$ cat config.mk
export PLATFORM = sky130hd
export DESIGN_NAME = idct_da_odd_flat
export DESIGN_NICKNAME = d
export VERILOG_FILES = /design/src/rtl/idct_da_odd_if.sv /design/src/rtl/idct_da_odd.sv /design/src/flat_wrapper.sv
export SDC_FILE = /design/constraint.sdc
export NUM_CORES = 1
export LEC_CHECK = 0
export ABC_AREA = 1
export CORE_MARGIN = 3
export CORE_UTILIZATION = 45
export CTS_CLUSTER_DIAMETER = 200
export DETAILED_ROUTE_END_ITERATION = 10
export SLEW_MARGIN = 20
export SYNTH_ARGS = -nofsm -noshare
export SYNTH_HDL_FRONTEND = slang
export SYNTH_SLANG_ARGS = --single-unit
$ cat constraint.sdc
create_clock -name clk -period 22.9 [get_ports clk]
set_input_delay 4.58 -clock clk [delete_from_list [all_inputs] [get_ports clk]]
set_output_delay 4.58 -clock clk [all_outputs]
set_load 0.005 [all_outputs]
$ cat src/rtl/idct_da_odd_if.sv
// idct_da_odd_if: stream bundle for the odd-half inverse DCT (coefficients in, difference terms out)
//   in_data/in_valid/in_ready        : signed 18-bit Y[k] stream, k given by arrival order
//   out_data/out_idx/out_valid/
//   out_ready/out_last               : signed 21-bit d[n] stream with its index n, last at n==7
//   master: the side that feeds coefficients and accepts results; slave: the datapath
interface idct_da_odd_if;
    logic signed [17:0] in_data;
    logic               in_valid;
    logic               in_ready;
    logic signed [20:0] out_data;
    logic [2:0]         out_idx;
    logic               out_valid;
    logic               out_ready;
    logic               out_last;
    modport master(output in_data, in_valid, out_ready, input in_ready, out_data, out_idx, out_valid, out_last);
    modport slave(input in_data, in_valid, out_ready, output in_ready, out_data, out_idx, out_valid, out_last);
endinterface

$ cat src/rtl/idct_da_odd.sv
// idct_da_odd: bit-serial distributed-arithmetic rebuild of d[n] = x[n]-x[15-n] from 8 odd DCT coefficients
//   clk : rising-edge clock
//   rst : synchronous active-high reset
//   bus : idct_da_odd_if.slave (in_* coefficient stream, out_* result stream)
module idct_da_odd #(
    parameter int NC = 8,
    parameter int BW = 18,
    parameter int CW = 15,
    parameter int OW = 21
) (
    input logic         clk,
    input logic         rst,
    idct_da_odd_if.slave bus
);
    typedef enum logic [1:0] {LOAD, COMP, EMIT} state_t;

    state_t             state;
    logic signed [BW-1:0] y [NC];
    logic [2:0]         cnt;
    logic [2:0]         row;
    logic [4:0]         j;
    logic signed [37:0] acc;
    logic signed [37:0] acc_next;
    logic signed [37:0] term;
    logic signed [18:0] lut;
    logic signed [18:0] lut_all [NC];
    logic [NC-1:0]      addr;

    // round(2^14*cos(m*pi/32)) for odd m, folded onto the first quadrant
    function automatic logic signed [CW-1:0] coef(input int n, input int k);
        int m, r, v;
        bit neg;
        m = ((2*n+1)*(2*k+1)) % 64;
        r = m < 16 ? m : m < 32 ? 32-m : m < 48 ? m-32 : 64-m;
        neg = (m > 16) && (m < 48);
        v = r == 1 ? 16305 : r == 3 ? 15679 : r == 5 ? 14449 : r == 7 ? 12665 :
            r == 9 ? 10394 : r == 11 ? 7723 : r == 13 ? 4756 : 1606;
        return CW'(neg ? -v : v);
    endfunction

    // Bit j of every Y forms the DA address, Y0 in the MSB
    always_comb begin
        addr = '0;
        for (int k = 0; k < NC; k++) addr[NC-1-k] = y[k][j];
    end

    for (genvar i = 0; i < NC; i++) begin : g_lut
        logic signed [18:0] s;
        always_comb begin
            s = '0;
            for (int k = 0; k < NC; k++) if (addr[NC-1-k]) s = s + 19'(coef(i, k));
        end
        assign lut_all[i] = s;
    end

    // The top bit of a two's-complement Y carries weight -2^17, hence the subtract
    always_comb begin
        lut = lut_all[row];
        term = {{19{lut[18]}}, lut} <<< j;
        acc_next = (j == 5'(BW-1)) ? acc - term : acc + term;
    end

    always_ff @(posedge clk) begin
        if (rst) begin
            state <= LOAD;
            cnt <= '0;
            row <= '0;
            j <= '0;
            acc <= '0;
            bus.in_ready <= 1'b1;
            bus.out_valid <= 1'b0;
            bus.out_last <= 1'b0;
            bus.out_data <= '0;
            bus.out_idx <= '0;
        end else begin
            case (state)
                LOAD: if (bus.in_valid && bus.in_ready) begin
                    y[cnt] <= bus.in_data;
                    cnt <= cnt + 3'd1;
                    if (cnt == 3'(NC-1)) begin
                        state <= COMP;
                        row <= '0;
                        j <= '0;
                        acc <= '0;
                        bus.in_ready <= 1'b0;
                    end
                end
                COMP: begin
                    acc <= acc_next;
                    j <= j + 5'd1;
                    if (j == 5'(BW-1)) begin
                        bus.out_data <= acc_next[OW+13:14];
                        bus.out_idx <= row;
                        bus.out_last <= (row == 3'(NC-1));
                        bus.out_valid <= 1'b1;
                        state <= EMIT;
                    end
                end
                EMIT: if (bus.out_ready) begin
                    bus.out_valid <= 1'b0;
                    bus.out_last <= 1'b0;
                    if (row == 3'(NC-1)) begin
                        state <= LOAD;
                        cnt <= '0;
                        bus.in_ready <= 1'b1;
                    end else begin
                        row <= row + 3'd1;
                        acc <= '0;
                        j <= '0;
                        state <= COMP;
                    end
                end
                default: state <= LOAD;
            endcase
        end
    end
endmodule

$ cat src/flat_wrapper.sv
// flat-port wrapper written by rule: the top's interface ports become plain ports
module idct_da_odd_flat 
#(
    parameter int NC = 8,
    parameter int BW = 18,
    parameter int CW = 15,
    parameter int OW = 21
)
  (clk, rst, bus_in_data, bus_in_valid, bus_out_ready, bus_in_ready, bus_out_data, bus_out_idx, bus_out_valid, bus_out_last);
  idct_da_odd_if bus_i ();
  input logic clk;
  input logic rst;
  input wire logic [$bits(bus_i.in_data)-1:0] bus_in_data;
  input wire logic [$bits(bus_i.in_valid)-1:0] bus_in_valid;
  input wire logic [$bits(bus_i.out_ready)-1:0] bus_out_ready;
  output wire logic [$bits(bus_i.in_ready)-1:0] bus_in_ready;
  output wire logic [$bits(bus_i.out_data)-1:0] bus_out_data;
  output wire logic [$bits(bus_i.out_idx)-1:0] bus_out_idx;
  output wire logic [$bits(bus_i.out_valid)-1:0] bus_out_valid;
  output wire logic [$bits(bus_i.out_last)-1:0] bus_out_last;
  assign bus_i.in_data = bus_in_data;
  assign bus_i.in_valid = bus_in_valid;
  assign bus_i.out_ready = bus_out_ready;
  assign bus_in_ready = bus_i.in_ready;
  assign bus_out_data = bus_i.out_data;
  assign bus_out_idx = bus_i.out_idx;
  assign bus_out_valid = bus_i.out_valid;
  assign bus_out_last = bus_i.out_last;
  idct_da_odd #(.NC(NC), .BW(BW), .CW(CW), .OW(OW)) u_core (.clk(clk), .rst(rst), .bus(bus_i));
endmodule
# Word level (Yosys, flattened, before mapping)
# Memory sizes are Yosys's and may differ from the RTL's.
# Cells that the tools add are included.
# op_classes
n_addsub	61
mul	0
div_mod_pow	0
n_lt_le_gt_ge	2
n_eq_ne	11
shift	1
muxes	123
n_bitwise	1
reduce_logical	12
# op_table
cell	n
two-way mux 19 bit	58
adder 19 x 15 -> 19 bit (second input constant)	30
adder 19 x 14 -> 19 bit (second input constant)	12
two-way mux 38 bit	5
adder 19 x 12 -> 19 bit (second input constant)	6
one-hot mux 38 bit (3 select lines)	1
two-way mux 14 bit	5
binary-select mux 19 bit (select 3 bit)	1
binary-select mux 1 bit (select 5 bit)	8
adder 38 bit	1
<<< shifter 38 x 5 -> 38 bit	1
subtractor 38 bit	1
adder 14 x 15 -> 16 bit (second input constant)	2
adder 14 x 14 -> 15 bit (second input constant)	2
two-way mux 13 bit	2
two-way mux 3 bit	7
two-way mux 1 bit	20
two-way mux 5 bit	4
adder 15 x 14 -> 16 bit (second input constant)	1
adder 15 x 15 -> 16 bit (second input constant)	1
adder 12 x 14 -> 15 bit (second input constant)	1
adder 14 x 11 -> 15 bit (second input constant)	1
one-hot mux 5 bit (3 select lines)	1
AND reduction 5 bit	3
other kinds (23)	37
# word_totals
reg_bits	78
latchBits	0
mem_bits_rw	144
mem_bits_ro	0
in_bits	22
output_inout_bits	27
elab_cells	222
n_memories	1
# mem_list
name	depth	width	rd	rd_ports_with_merged_regs	wr	line	text
u_core.y	8	18	8	0	1	idct_da_odd.sv:18	logic signed [BW-1:0] y [NC];

# Longest topological paths before layout
# Gate-level depths: netlist (run 1).
# An unclocked memory read counts as a cell.
# depth
depth_word	25
mapped_depth	90
mapped_depth_nobuf	87

# Least setup slack after synthesis (run 1)
# OpenSTA, ideal clock, no wires.
# synth_timing
path_type	reg2reg
start	reg u_core.j[0]
end	reg u_core.acc[33]
setup_time_ns	0.071
arrival_time_ns	9.671
t_required_ns	22.829
setup_slack_ns	13.158
path_stages_with_launch	76
path_buffers	4
cell_sequence	dfxtp_1 buf_6 buf_6 nand2_1 nand3_1 nand2_1 nand2_1 nand2_1 o21ai_4 nand2_4 buf_6 inv_1 ha_1 buf_2 clkinv_1 ha_1 ha_1 inv_1 (+40 left out) o21ai_0 a21oi_1 nor2_1 nor2_1 o21ai_0 nand3_1 nand2_1 a21oi_1 o21ai_0 nand2_1 o21ai_0 nand3_1 nand2_1 a21oi_1 o21ai_0 xor2_1 nand2_1 a21oi_1
# synth_between
elab_chain_cells	24
word_cells_on_any_way	145
cone_classes	58 x add/sub; 1 x eq/ne; 1 x shift; 85 x mux
# synth_rtl
element	line	text
start, declared	idct_da_odd.sv:21	logic [4:0] j;
start signal, assigned	idct_da_odd.sv:90	j <= j + 5'd1;
binary-select mux 1 bit (select 5 bit)	idct_da_odd.sv:44	for (int k = 0; k < NC; k++) addr[NC-1-k] = y[k][j];
two-way mux 1 bit (implied by the code)	idct_da_odd.sv:44	
two-way mux 13 bit (tied with other cells)	idct_da_odd.sv:51	for (int k = 0; k < NC; k++) if (addr[NC-1-k]) s = s + 19'(coef(i, k));
adder 14 x 15 -> 16 bit (tied with other cells)	idct_da_odd.sv:51	
two-way mux 19 bit	idct_da_odd.sv:51	
adder 19 x 15 -> 19 bit (tied with other cells)	idct_da_odd.sv:51	
two-way mux 19 bit	idct_da_odd.sv:51	
adder 19 x 14 -> 19 bit (tied with other cells)	idct_da_odd.sv:51	
(+7 left out)	-	
adder 19 x 15 -> 19 bit (tied with other cells)	idct_da_odd.sv:51	
two-way mux 19 bit	idct_da_odd.sv:51	
binary-select mux 19 bit (select 3 bit)	idct_da_odd.sv:58	lut = lut_all[row];
two-way mux 19 bit (implied by the code) (2 in a row)	idct_da_odd.sv:58	
<<< shifter 38 x 5 -> 38 bit	idct_da_odd.sv:59	term = {{19{lut[18]}}, lut} <<< j;
adder 38 bit or subtractor 38 bit (tied branches)	idct_da_odd.sv:60	acc_next = (j == 5'(BW-1)) ? acc - term : acc + term;
two-way mux 38 bit (*)	idct_da_odd.sv:60	
one-hot mux 38 bit (3 select lines) (*)	idct_da_odd.sv:76	case (state)
end signal, assigned	idct_da_odd.sv:89	acc <= acc_next;
end, declared	idct_da_odd.sv:22	logic signed [37:0] acc;
# Every way passes the cells marked *; elsewhere a longest branch is shown, timed or not. The select of a mux whose other input is x is not followed.
# A chain may end at the register's enable or synchronous reset.

# Worst setup path after layout (run 1)
# layout_timing
start	reg u_core.j[3]
end	reg u_core.acc[33]
# Same word-level chain as after synthesis.

==> results of run 1 <==
[synth_stat cells, types with 7 or more instances]
| master | n | share of area [%] |
|---|---|---|
| a21oi_2 | 16 | 0.42 |
| nand2_1 | 2009 | 22 |
| o22ai_1 | 17 | 0.32 |
| nor2_1 | 484 | 5.4 |
| inv_1 | 552 | 6.1 |
| buf_2 | 79 | 1.2 |
| xor2_2 | 19 | 0.92 |
| xnor2_1 | 42 | 1.1 |
| or2_1 | 8 | 0.15 |
| inv_2 | 129 | 1.4 |
| or2_2 | 10 | 0.19 |
| nor2_4 | 20 | 0.67 |
| a21boi_0 | 9 | 0.20 |
| nand2_4 | 13 | 0.43 |
| buf_6 | 30 | 1.0 |
| nand4_1 | 138 | 2.6 |
| nor3_1 | 33 | 0.49 |
| buf_1 | 22 | 0.24 |
| ha_1 | 114 | 4.2 |
| a21oi_1 | 175 | 2.6 |
| o21ai_1 | 119 | 1.8 |
| o31ai_1 | 8 | 0.18 |
| a211oi_1 | 7 | 0.16 |
| dfxtp_1 | 75 | 4.5 |
| a31oi_1 | 7 | 0.13 |
| nor2_2 | 65 | 1.2 |
| nand3_1 | 786 | 12 |
| o21ai_0 | 151 | 2.2 |
| o21bai_1 | 16 | 0.36 |
| nand2_2 | 124 | 2.3 |
| edfxtp_1 | 144 | 13 |
| xor2_1 | 94 | 2.4 |
| o211ai_1 | 16 | 0.36 |
| nand3b_1 | 39 | 0.87 |
| o21ai_2 | 23 | 0.60 |
| clkbuf_1 | 41 | 0.46 |
| nand3_2 | 69 | 2.0 |
| buf_4 | 24 | 0.53 |
[power groups by stage]
stage          registers, mW  logic [mW]  clock network [mW]
2_1_floorplan          0.434       0.375                   0
3_3_place_gp           0.434       0.490                   0
3_5_place_dp           0.434       0.494                   0
4_1_cts                0.426       0.497               0.337
5_1_grt                0.426       0.567               0.355
6_report               0.426       0.501               0.328
[worst max-delay path, delay by kind of cell, from the launching register on]
family	cells	cell delay (ps)
AO/OA/AOI/OAI	22	3800
XOR/XNOR	2	430
AND/OR/NAND/NOR	31	3660
adder cells (fa/ha/maj)	7	2340
flip-flops	1	780
buffers and inverters	9	1610
[state kept, by name, summed over array words and instances (netlist names)]
name and count:
u_core.acc 35, u_core.bus.in_ready 1, u_core.bus.out_data 21, u_core.bus.out_idx 3
u_core.bus.out_last 1, u_core.bus.out_valid 1, u_core.cnt 3, u_core.j 5
u_core.row 3, u_core.state 2, u_core.y 144
[layer usage]
metal	up-vias	track usage [%]	part of all wire, %
li1	18700	-	-
met1	16600	38.5	45
met2	1074	47.3	44
met3	207	4.31	7.0
met4	0	9.16	3.8
met5	-	0	0
[logic make-up after synthesis]
group           Yosys count
xor+xnor                166
simple gates           3829
buf+inv                 890
fa+ha+maj               117
flops                   219
compound gates          601
[path summary, 6_finish.rpt]
check / to / slack (ps) / cells past startpoint
max: u_core.acc[33]$_SDFFE_PP0P_ / 10150 / 71
min: u_core.bus.out_valid$_SDFFE_PP0P_ / 470 / 2
max reg2reg: u_core.acc[33]$_SDFFE_PP0P_ / 10150 / 71
min reg2reg: u_core.bus.out_valid$_SDFFE_PP0P_ / 470 / 2
[metrics by stage]
| stage | hold WS (ps) | total power, mW |
|---|---|---|
| after floorplan | 441 | 0.809 |
| after global placement | 451 | 0.925 |
| after detailed placement | 459 | 0.929 |
| after CTS | 472 | 1.26 |
| after global routing | 487 | 1.35 |
| final | 472 | 1.25 |
[final cells by class]
type / count / area (sq um) / area share, %
clock inverters: 8 / 91.3 / 0.260
flip-flops and latches: 219 / 5830 / 16.6
inverters: 690 / 2610 / 7.42
clock buffers: 27 / 527 / 1.50
multi-input cells: 4713 / 24100 / 68.7
repair buffers: 85 / 753 / 2.14
well taps: 959 / 1200 / 3.42
==> flow_metrics.py, run 1 <==
metrics = {
    "clock_network": {
        "clockBufferDepth": 3,
        "clock_sinks": 219,
        "ctsResizeCount": 0,
        "clk_latency_ps": 550,
        "cts-root-buf": "clkbuf_16",
        "clk_pin_slew_worst_paths_ps": 80,
        "cts_made_buffers": 20,
        "cts_tree": "done",
        "cts_setup_buffers": 0,
        "hold_buffers": 0,
        "h-tree-depth": 1,
    },
    "timing": {
        "max_freq_mhz": 78.4,
        "min_period_over_period_pct": 55.7,
        "maxSlewViolCount": 0,
        "rsz0062_at_grt": "false",
        "worst_slack_ps": 10150,
        "finalSetupViolations": 0,
        "hold_violations": 0,
        "tightestPinTransition_ps": 1080,
        "finalSetupTns_ps": 0,
        "skew_ps": 31.6,
        "slew_headroom_pct": 27.3,
        "fin_crit_ps": 12750,
    },
    "detailed_routing": {
        "wl_per_cell_um": 17.1,
        "drc": 0,
        "firstDrtPassIters": 6,
        "ant_nets": 0,
        "vias": 36600,
        "totalWireLength_um": 114000,
        "viasPerCell": 5.46,
        "drtIter0Drc": 3426,
    },
    "placement": {
        "dp_cells": 6666,
        "dpl.hpwl_um": 89700,
        "dpl_cell_area_sq_um": 34500,
        "gp_congestion": 0.968,
        "port_buffers": 48,
        "post-place-ws_ps": 10390,
    },
    "pwr": {
        "comb_power_share_pct": 39.9,
        "pwr-share-seq_pct": 33.9,
        "p_int_uw": 747,
        "p_switching_uw": 508,
        "ir_drop_mv": 0.0402,
        "sw_frac_of_total_pct": 40.5,
        "clkPwrFrac_pct": 26.2,
        "leakage_nw": 17.6,
        "p_per_area_nw_per_um2": 35.7,
    },
    "die": {
        "die_area_sq_um": 78300,
        "pin_count": 49,
        "num_rows": 99,
        "dieWidth_um": 280,
        "start_util_pct": 45.8,
        "dieHeight_um": 280,
        "core_sq_um": 73600,
    },
    "setup_path": {
        "startpoint_type": "flop",
        "arrival_ps": 13200,
        "worstSetupPathType": "reg2reg",
        "required_ps": 23340,
        "crit_start": "u_core.j[3]$_SDFFE_PP0P_",
        "r2r_start": "u_core.j[3]$_SDFFE_PP0P_",
        "slowest_delay_ps": 780,
        "cp_max_fo": 21,
        "cp-end-kind": "flop",
        "cpMostUsedCell": "nand2_1",
        "crit_slowest_cell": "dfxtp_1",
    },
    "grt": {
        "grt_pass1_wl_um": 179000,
        "grt_pass1_vias": 33300,
        "grt_max_degree": 90,
        "overflow": 0,
        "grt_util_all_layers_pct": 28.6,
        "antenna_found_initial": 0,
    },
    "logic_synthesis": {
        "ys_warn_count": 0,
        "syn_nets": 5961,
        "synth_area_sq_um": 33700,
        "async_reset_ff_share_pct": 0,
        "yosys.area_share.simple_pct": 51.4,
        "synth_edf_count": 144,
        "synth_compound_area_share_pct": 10.4,
        "synth_top_family_by_area": "simple AND/OR/NAND/NOR gates",
        "yosys.area_share.xor_xnor_pct": 5.15,
        "synthAdderAreaFrac_pct": 4.41,
        "ys_seq_area_share_pct": 17.3,
        "ys_ff_latch": 219,
        "synth.distinct_cells": 79,
        "synthMuxAreaShare_pct": 0,
        "synthCells": 5822,
        "ys.flop_type": "edfxtp_1",
        "syn_area_per_cell_sq_um": 5.79,
    },
    "run": {
        "maxCapViolations": 0,
    },
    "finish": {
        "area_growth_pct": 4.19,
        "final_common_cell": "nand2_1",
        "mostFrequentLayoutCells": "nand2_1, nand3_1, inv_1, nor2_1, a21oi_1",
        "n_fill_cell": 8045,
        "num-nets-final": 5868,
        "post-route-cell-area_sq_um": 35100,
        "drive_gt1_share_pct": 10.6,
        "fin_util_pct": 47.7,
        "antennaDiodeCount": 0,
        "fin_cells": 6701,
    },
    "outcome": {
        "status": "finished clean",
    },
    "min_path": {
        "hp-start": "u_core.bus.out_valid$_SDFFE_PP0P_",
        "holdCritPathClass": "reg2reg",
    },
}
No activity file was read; power rests on OpenSTA's default activity.
==> inputs of run 2 (changes only) <==
==> constraint.sdc (replaced) <==
create_clock -name clk -period 10.6 [get_ports clk]
set_input_delay 2.12 -clock clk [delete_from_list [all_inputs] [get_ports clk]]
set_output_delay 2.12 -clock clk [all_outputs]
set_load 0.005 [all_outputs]
==> flow_metrics.py, run 2 (same netlist as run 1, synthesis figures left out) <==
metrics = {
    "timing": {
        "min_period_over_period_pct": 93.6,
        "maxSlewViolCount": 0,
        "hold_violations": 0,
        "slew_headroom_pct": 38.5,
        "skew_ps": 14.9,
        "max_freq_mhz": 101,
        "finalSetupTns_ps": 0,
        "finalSetupViolations": 0,
        "tightestPinTransition_ps": 921,
        "holdWs_ps": 465,
        "worst_slack_ps": 677,
        "fin_crit_ps": 9920,
    },
    "finish": {
        "drive_gt1_share_pct": 17.0,
        "fin_cells": 6858,
        "top_register": "u_core.y",
        "fin_util_pct": 51.2,
        "final_common_cell": "nand2_1",
        "mostFrequentLayoutCells": "nand2_1, nand3_1, inv_1, nor2_1, nand2_2",
        "area_growth_pct": 11.8,
        "top_regs": "u_core.y (144), u_core.acc (35), u_core.bus.out_data (21)",
        "post-route-cell-area_sq_um": 37700,
        "antennaDiodeCount": 0,
        "n_fill_cell": 7781,
        "largest_reg_flops": 144,
        "num-nets-final": 6024,
    },
    "setup_path": {
        "cpMostUsedCell": "nand2_1",
        "cp_max_fo": 29,
        "cp_num_cells": 76,
        "crit_start": "u_core.j[0]$_SDFFE_PP0P_",
        "r2r_cells": 76,
        "slowest_delay_ps": 410,
        "crit_family": "simple AND/OR/NAND/NOR gates",
        "r2r_start": "u_core.j[0]$_SDFFE_PP0P_",
        "worstSetupPathType": "reg2reg",
        "cp-end-kind": "flop",
        "worstPathBufferInverterCount": 9,
        "crit_slowest_cell": "dfxtp_4",
        "startpoint_type": "flop",
        "rrSetupSlack_ps": 680,
        "required_ps": 10980,
        "arrival_ps": 10300,
        "r2r_end": "u_core.acc[34]$_SDFFE_PP0P_",
    },
    "clock_network": {
        "clock_sinks": 219,
        "h-tree-depth": 1,
        "cts_tree": "done",
        "clk_latency_ps": 530,
        "clk_pin_slew_worst_paths_ps": 70,
        "clockBufferDepth": 3,
        "cts_made_buffers": 20,
        "cts-root-buf": "clkbuf_16",
        "hold_buffers": 0,
    },
    "die": {
        "die_area_sq_um": 78300,
        "dieHeight_um": 280,
        "pin_count": 49,
        "dieWidth_um": 280,
        "core_sq_um": 73600,
        "num_rows": 99,
        "start_util_pct": 45.8,
    },
    "grt": {
        "grt_pass1_vias": 33500,
        "grt_max_degree": 105,
        "grt_util_all_layers_pct": 29.7,
        "grt_pass1_wl_um": 187000,
        "antenna_found_initial": 1,
        "overflow": 0,
    },
    "detailed_routing": {
        "vias": 37400,
        "ant_nets": 0,
        "drc": 0,
        "totalWireLength_um": 120000,
        "drtIter0Drc": 3412,
        "firstDrtPassIters": 7,
        "wl_per_cell_um": 17.6,
        "viasPerCell": 5.46,
    },
    "min_path": {
        "hold_path_end": "u_core.acc[0]$_SDFFE_PP0P_",
        "holdCritPathClass": "reg2reg",
        "min_path_cells": 2,
        "hp-start": "u_core.acc[0]$_SDFFE_PP0P_",
    },
    "placement": {
        "dpl_cell_area_sq_um": 35300,
        "dp_cells": 6767,
        "dpl.hpwl_um": 95100,
        "gp_congestion": 1.00,
        "post-place-ws_ps": 25.4,
        "port_buffers": 48,
    },
    "outcome": {
        "status": "finished clean",
    },
    "pwr": {
        "p_per_area_nw_per_um2": 75.1,
        "totalPowerFinal_mw": 2.83,
        "ir_drop_mv": 0.112,
        "leakage_nw": 18.7,
    },
    "run": {
        "maxCapViolations": 0,
    },
}
==> run 2: routing by layer <==
layer | part of all wire (%) | global-route usage [%]
met4 | 2.9 | 7.46
met2 | 45 | 48.9
met1 | 46 | 41.7
met5 | 0.0091 | 0
met3 | 6.2 | 3.05
==> run 2: power by group <==
part,total (mW),switching [mW],internal [mW]
logic,1.19,0.819,0.374
clock network,0.718,0.334,0.383
registers,0.919,0.00267,0.917
total,2.83,1.16,1.67
==> run 2: how the worst max path moves through the flow <==
stage / to / slack, ps
floorplan: u_core.acc[33]$_SDFFE_PP0P_ / 860
global placement: u_core.acc[33]$_SDFFE_PP0P_ / 200
detailed placement: u_core.acc[33]$_SDFFE_PP0P_ / 30
CTS: u_core.acc[33]$_SDFFE_PP0P_ / 80
global route: u_core.acc[34]$_SDFFE_PP0P_ / -120
finish: u_core.acc[34]$_SDFFE_PP0P_ / 680
==> run 2: timing repair <==
item                                    4_1_cts  5_1_grt
buffers inserted                              0       48
resized for setup                             1      319
cloned                                        0        7
endpoints found under the setup margin        1       17
pin swaps                                     0       92
==> run 2: layout make-up <==
class / count / area (sq um) / share of cell area, %
Clock buffer: 23 / 522 / 1.38
Clock inverter: 13 / 115 / 0.305
Inverter: 690 / 2630 / 6.98
Multi-Input combinational cell: 4714 / 25200 / 66.9
Sequential cell: 219 / 5830 / 15.5
Tap cell: 959 / 1200 / 3.18
Timing Repair Buffer: 238 / 2140 / 5.67
Timing Repair inverter: 2 / 22.5 / 0.0597
==> run 2: worst register-to-register path, delay by kind of cell, from the launching register on <==
family / cells / cell delay, ps
buf+inv: 9 / 1150
simple gates: 46 / 4900
compound gates: 14 / 1720
flops: 1 / 410
fa+ha+maj: 4 / 1090
xor+xnor: 3 / 510
